<file path="src/rtl/eaglesong_pkg.sv">
// Shared widths, FSM state type and the 32-bit rotate helper for the
// Eaglesong circulant-multiplication block.
package eaglesong_pkg;

  localparam int WORD_W    = 32;
  localparam int NUM_WORDS = 16;
  localparam int STATE_W   = 512;
  localparam int COEF_W    = 5;
  localparam int IDX_W     = 7;

  typedef enum logic [1:0] {
    ST_IDLE = 2'd0,
    ST_RUN  = 2'd1,
    ST_DONE = 2'd2
  } state_e;

  // Upper half of {x,x} << n is x rotated left by n; n = 0 yields x.
  function automatic logic [WORD_W-1:0] rotl32(input logic [WORD_W-1:0] x,
                                               input logic [COEF_W-1:0] n);
    logic [2*WORD_W-1:0] d;
    d = {x, x} << n;
    return d[2*WORD_W-1:WORD_W];
  endfunction

endpackage

</file>
<file path="src/rtl/eaglesong_coefficients.sv">
// Combinational lookup of the 48-entry circulant rotate-amount table.
// Indices outside 0..47 return 0.
module eaglesong_coefficients
  import eaglesong_pkg::*;
(
  input  logic [IDX_W-1:0]  idx_i,
  output logic [COEF_W-1:0] coef_o
);

  always_comb begin
    coef_o = '0;
    case (idx_i)
      7'd0:  coef_o = 5'd0;   7'd1:  coef_o = 5'd2;   7'd2:  coef_o = 5'd4;
      7'd3:  coef_o = 5'd0;   7'd4:  coef_o = 5'd13;  7'd5:  coef_o = 5'd22;
      7'd6:  coef_o = 5'd0;   7'd7:  coef_o = 5'd4;   7'd8:  coef_o = 5'd19;
      7'd9:  coef_o = 5'd0;   7'd10: coef_o = 5'd3;   7'd11: coef_o = 5'd14;
      7'd12: coef_o = 5'd0;   7'd13: coef_o = 5'd27;  7'd14: coef_o = 5'd31;
      7'd15: coef_o = 5'd0;   7'd16: coef_o = 5'd3;   7'd17: coef_o = 5'd8;
      7'd18: coef_o = 5'd0;   7'd19: coef_o = 5'd17;  7'd20: coef_o = 5'd26;
      7'd21: coef_o = 5'd0;   7'd22: coef_o = 5'd3;   7'd23: coef_o = 5'd12;
      7'd24: coef_o = 5'd0;   7'd25: coef_o = 5'd18;  7'd26: coef_o = 5'd22;
      7'd27: coef_o = 5'd0;   7'd28: coef_o = 5'd12;  7'd29: coef_o = 5'd18;
      7'd30: coef_o = 5'd0;   7'd31: coef_o = 5'd4;   7'd32: coef_o = 5'd7;
      7'd33: coef_o = 5'd0;   7'd34: coef_o = 5'd4;   7'd35: coef_o = 5'd31;
      7'd36: coef_o = 5'd0;   7'd37: coef_o = 5'd12;  7'd38: coef_o = 5'd27;
      7'd39: coef_o = 5'd0;   7'd40: coef_o = 5'd7;   7'd41: coef_o = 5'd17;
      7'd42: coef_o = 5'd0;   7'd43: coef_o = 5'd7;   7'd44: coef_o = 5'd8;
      7'd45: coef_o = 5'd0;   7'd46: coef_o = 5'd7;   7'd47: coef_o = 5'd13;
      default: coef_o = '0;
    endcase
  end

endmodule

</file>
<file path="src/rtl/eaglesong_circulant_mult.sv">
// Word-serial Eaglesong circulant multiplication: one word per cycle through a
// single rotate/XOR unit; result valid 16 edges after accept, held until out_ready.
module eaglesong_circulant_mult
  import eaglesong_pkg::*;
(
  input  logic               clk,
  input  logic               reset,
  input  logic               in_valid,
  output logic               in_ready,
  input  logic [STATE_W-1:0] in_state,
  output logic               out_valid,
  input  logic               out_ready,
  output logic [STATE_W-1:0] out_state,
  output logic               busy
);

  state_e             st_q;
  logic [3:0]         cnt_q;
  logic [STATE_W-1:0] state_q;
  logic               out_valid_q;

  logic [IDX_W-1:0]   idx_a, idx_b;
  logic [COEF_W-1:0]  coef_a, coef_b;
  logic [WORD_W-1:0]  word_cur, word_d;
  logic [8:0]         word_base;

  assign idx_a = ({3'b000, cnt_q} * 7'd3) + 7'd1;
  assign idx_b = ({3'b000, cnt_q} * 7'd3) + 7'd2;

  eaglesong_coefficients u_coef_a (
    .idx_i  (idx_a),
    .coef_o (coef_a)
  );

  eaglesong_coefficients u_coef_b (
    .idx_i  (idx_b),
    .coef_o (coef_b)
  );

  assign word_base = {cnt_q, 5'b00000};

  always_comb begin
    word_cur = state_q[word_base +: WORD_W];
    word_d   = word_cur ^ rotl32(word_cur, coef_a) ^ rotl32(word_cur, coef_b);
  end

  always_ff @(posedge clk or posedge reset) begin
    if (reset) begin
      st_q        <= ST_IDLE;
      cnt_q       <= '0;
      state_q     <= '0;
      out_valid_q <= 1'b0;
    end else begin
      case (st_q)
        ST_IDLE: begin
          if (in_valid) begin
            state_q <= in_state;
            cnt_q   <= '0;
            st_q    <= ST_RUN;
          end
        end
        ST_RUN: begin
          state_q[word_base +: WORD_W] <= word_d;
          cnt_q                        <= cnt_q + 4'd1;
          if (cnt_q == 4'd15) begin
            st_q        <= ST_DONE;
            out_valid_q <= 1'b1;
          end
        end
        ST_DONE: begin
          if (out_ready) begin
            st_q        <= ST_IDLE;
            out_valid_q <= 1'b0;
          end
        end
        default: begin
          st_q        <= ST_IDLE;
          out_valid_q <= 1'b0;
        end
      endcase
    end
  end

  // Gating with reset keeps in_ready low for the whole reset pulse, not just after an edge.
  assign in_ready  = (st_q == ST_IDLE) && !reset;
  assign busy      = (st_q == ST_RUN) || (st_q == ST_DONE);
  assign out_valid = out_valid_q;
  assign out_state = state_q;

endmodule

</file>
<file path="config.mk">
export PLATFORM = sky130hd
export DESIGN_NAME = eaglesong_circulant_mult
export DESIGN_NICKNAME = d
export VERILOG_FILES = /design/src/rtl/eaglesong_pkg.sv /design/src/rtl/eaglesong_coefficients.sv /design/src/rtl/eaglesong_circulant_mult.sv
export SDC_FILE = /design/constraint.sdc
export NUM_CORES = 2
export LEC_CHECK = 0
export ABC_AREA = 1
export CAP_MARGIN = 10
export CORE_AREA = 5 5 394 396
export CTS_CLUSTER_SIZE = 16
export DETAILED_ROUTE_END_ITERATION = 16
export DIE_AREA = 0 0 399 401
export HOLD_SLACK_MARGIN = 0.15
export PLACE_DENSITY = 0.6
export SYNTH_ARGS = -nofsm -noshare
export SYNTH_HDL_FRONTEND = slang
export SYNTH_HIERARCHICAL = 1
export SYNTH_SLANG_ARGS = --single-unit
</file>
<file path="constraint.sdc">
create_clock -name clk -period 20.3 [get_ports clk]
set_input_delay 4.06 -clock clk [delete_from_list [all_inputs] [get_ports clk]]
set_output_delay 4.06 -clock clk [all_outputs]
set_load 0.05 [all_outputs]
</file>
## Word-level counts from Yosys, hierarchy flattened

Memory sizes are Yosys's and may differ from the RTL's.
Cells that the tools add are included.

| cells by class | value |
|---|---|
| add/subtract/negate cells | 4 |
| $mul | 1 |
| eq/ne operators | 6 |
| shift-type cells | 5 |
| muxes and demuxes | 14 |
| bitwise logic cells | 3 |
| reduce and logical (&&, ||, !) cells | 8 |

Operators by type and width:

| operator | number |
|---|---|
| $pmux 512 s2 | 1 |
| $bwmux 512 | 1 |
| $mux 512 | 1 |
| $shift 32x11->512 const A | 1 |
| $shiftx 32x11->512 | 1 |
| $shiftx 512x10->32 | 1 |
| $shl 64x5->64 | 2 |
| $xor 32x32->32 | 2 |
| $neg 9->11 | 1 |
| $mux 5 | 2 |
| $pmux 4 s2 | 1 |
| $add 6x1->7 const B | 1 |
| $add 6x2->7 const B | 1 |
| $mul 4x2->6 const B | 1 |
| $mux 2 | 3 |
| $ne 2x2->1 const B | 3 |
| $pmux 2 s3 | 1 |
| $reduce_and 3->1 | 2 |
| $add 4x1->4 const B | 1 |
| $eq 4x4->1 const B | 1 |
| $mux 4 | 1 |
| $pmux 1 s3 | 1 |
| $eq 2x1->1 const B | 1 |
| $eq 2x2->1 const B | 1 |
| other kinds (8) | 9 |

| storage, ports and cells | value |
|---|---|
| register bits after elaboration | 519 |
| ROM bits | 640 |
| memories | 2 |

Memories:

| memory | words | width | read ports | clocked after Yosys merged registers in | write ports | line | source |
|---|---|---|---|---|---|---|---|
| (no name shown) | 64 | 5 | 1 | 0 | 0 | eaglesong_coefficients.sv:12 | `case (idx_i)` |
| (no name shown) | 64 | 5 | 1 | 0 | 0 | eaglesong_coefficients.sv:12 |  |

## Depth between registers and ports, before layout

An unclocked memory read counts as a cell.

| logic depth | value |
|---|---|
| depth after elaboration | 10 |
| gate-level depth with buffers | 34 |
| depth with buffers taken out | 26 |

## By module

The synthesis kept the hierarchy.

Modules (own cells, without submodules):

| module | times used | cells an instance | area each (µm²) | seq. area each (µm²) |
|---|---|---|---|---|
| eaglesong_circulant_mult | 1 | 5950 | 38826.0 | 12987.5 |
| eaglesong_coefficients | 2 | 110 | 545.5 | 0.0 |

## Worst setup path after synthesis

OpenSTA, ideal clock, no wires.

| timing | value |
|---|---|
| kind | input -> output |
| from | input port reset |
| to | output port in_ready |
| data arrival time | 4.714 ns |
| required time | 16.240 ns |
| slack | 11.526 ns |
| stages on the path | 1 |
| cells stage by stage | nor2_1 |

| on the way | value |
|---|---|
| longest elaborated chain between the ends | 2 |

RTL lines:

| item | line | source |
|---|---|---|
| from (decl) | eaglesong_circulant_mult.sv:7 | `input logic reset,` |
| $logic_not 1->1 | eaglesong_circulant_mult.sv:85 | `assign in_ready = (st_q == ST_IDLE) && !reset;` |
| $logic_and 1x1->1 | eaglesong_circulant_mult.sv:85 |  |
| to (decl) | eaglesong_circulant_mult.sv:9 | `output logic in_ready,` |

No other way between the ends.

## Worst setup path in the final report

Same ends and word-level chain as after synthesis.

==> results_dict.tcl <==
set metrics [dict create \
    synth-edff-count 0 \
    pin_count 1031 \
    syn_inst 6170 \
    clock-sinks 519 \
    finalHoldViolations 0 \
    synthArstFlopShare_pct 100.0 \
    fill_cells 16400 \
    post-place-ws_ns 10.68 \
    clk_latency_ns 0.72 \
    synth_seq_area_share_pct 32.54 \
    first_global_vias 48340 \
    vias 51990 \
    syn_nets 6713 \
    antenna_found_initial 48 \
    drcViolationCount 0 \
    cts-resized-gates 0 \
    syn_area_per_cell_sq_um 6.470 \
    tightest_slew_ns 1.265 \
    cts_buffers 68 \
    hold_path.class "register to register" \
    final_cell_mix "nand2_1, nand3_1, clkdlybuf4s50_1, dfrtp_1, a21oi_1" \
    netlist_area_sq_mm 0.03992 \
    die-area_sq_mm 0.1600 \
    place.gp.congestion 1.031 \
    clock_path_buffers 3 \
    viasPerCell 5.792 \
    synth.area.top_cells "dfrtp_1, nand3_1, nand2_1" \
    start_util_pct 26.40 \
    crit_path_frequent_cell "clkdlybuf4s50_1" \
    cp.required_ns 16.24 \
    crit_chain "clkdlybuf4s50_1 > nor2_1 > clkdlybuf4s50_1" \
    die_h_microns 401 \
    fmax_mhz 104.1 \
    cts_max_level 3 \
    coreArea_sq_mm 0.1512 \
    grt_max_degree 139 \
    cts_setup_buffers 0 \
    fin_worst_skew_ns 0.04552 \
    totalWireLength_microns 295400 \
    area_growth_pct 34.44 \
    first_iter_violations 7166 \
    status "finished, final reports clean" \
    ant_nets 0 \
    first_pass_iters 7 \
    cp-end-kind "primary output" \
    crit_type "input port to primary output" \
    slew_headroom_pct 15.40 \
    synth_warnings 6 \
    slowest_stage "clkdlybuf4s50_1" \
    chipWidth_microns 399 \
    drive_above_1_share_pct 6.890 \
    grt_pass1_wl_microns 398200 \
    grt_overflow 0 \
    yosys.area.top_type_share_pct 32.54 \
    dp_hpwl_microns 217200 \
    cts_tree "done" \
    cts.clk_slew.worst_paths_ns 0.05 \
    layout.nets 7401 \
    max_stage_delay_ns 0.83 \
    final-setup-viol-count 0 \
    worstSetupStartpointType "input port" \
    maxSlewViolCount 0 \
    port_buffers 1030 \
    fin_crit_sh_pct 47.34 \
    wl_per_cell_microns 32.91 \
    seqCellArea_sq_mm 0.01300 \
    gr-usage-all-layers_pct 35.17 \
    post-route-min-period_ns 9.611 \
    rsz0062_at_grt "false" \
    yosys.area.top_type "dfrtp_1" \
    root_buffer "clkbuf_16" \
    setup_slack_ns 10.69 \
    yosysUniqueCellTypes 38 \
    maxCapViolCount 0 \
    crit_arrival_ns 5.55 \
    synth_seq_cells 519 \
    fin_tns_setup_ns 0 \
    multi_input_comb_area_sq_mm 0.02287 \
    layout_commonest_cell "nand2_1" \
    ys.flop_type "dfrtp_1" \
    row_count 143 \
    cts_hold_buf 0 \
    critPathMaxFanout 2 \
]
==> critical path, delay by kind of cell <==
| kind | cells | cell delay, ns |
|---|---|---|
| AND/OR/NAND/NOR | 1 | 0.14 |
| buffers and inverters | 2 | 1.35 |
==> metrics by stage <==
stage | hold WS (ns) | cell area [sq um] | utilization, % | std cells
after floorplan | 0.5516 | 39920 | - | 6170
after global placement | 0.4955 | 51250 | 33.90 | 8817
after detailed placement | 0.5322 | 51250 | 33.90 | 8817
after CTS | 0.5479 | 53550 | 35.42 | 8938
after global routing | 0.5744 | 53620 | 35.47 | 8958
final | 0.5443 | 53660 | 35.49 | 8975
==> state kept, by name, indices dropped and copies added, names as in the netlist <==
register and count:
out_valid 1, st_q 2, cnt_q 4, out_state 512
==> cell type report <==
type | instances | area share [%]
tap | 2030 | 4.733
clock inverter | 25 | 0.5759
sequential | 519 | 24.23
timing repair buffer | 1122 | 20.58
inverter | 475 | 3.392
clock buffer | 96 | 3.703
multi-input combinational | 4672 | 42.62
antenna | 36 | 0.1679
==> path summary, 6_finish.rpt <==
kind	startpoint	to	slack [ns]	cells after the start
max in group asynchronous	reset	out_state[129]	12.45	6
max reg2reg	cnt_q[2]	out_state[376]	12.00	27
max	reset	in_ready	10.69	3
min reg2reg	out_valid	out_valid	0.54	2
min in group asynchronous	reset	cnt_q[1]	3.90	2
min	out_valid	out_valid	0.54	2
==> routing by layer <==
metal | part of all wire, % | track usage (%)
met5 | 0.050 | 0
met2 | 41 | 50.52
met1 | 39 | 45.93
met3 | 13 | 12.93
met4 | 6.4 | 18.25
==> synthesized netlist by cell type (6+ instances only) <==
master    number
clkbuf_1     268
o21ai_1       17
nand2_4       10
nand4_1      128
o21ai_0       22
buf_6         53
nor3_1        11
inv_1        417
buf_2         71
buf_1         73
a22oi_1      160
nand2_1     1560
inv_2         50
ha_1          26
nor2_1       431
a31oi_1      226
nand2_2       64
a21oi_1      433
nand3_2       84
clkinv_1       6
dfrtp_1      519
buf_4         37
or2_2          6
nand3_1     1474
==> cell families after synthesis <==
group | synth area share [%]
simple gates | 43.02
buf+inv | 10.87
fa+ha+maj | 0.8651
xor+xnor | 0.1317
compound gates | 12.58
flops | 32.54
Power is left out: the tool's default activity adds up to more than one toggle a clock period on the data nets, which glitch-free logic cannot reach.
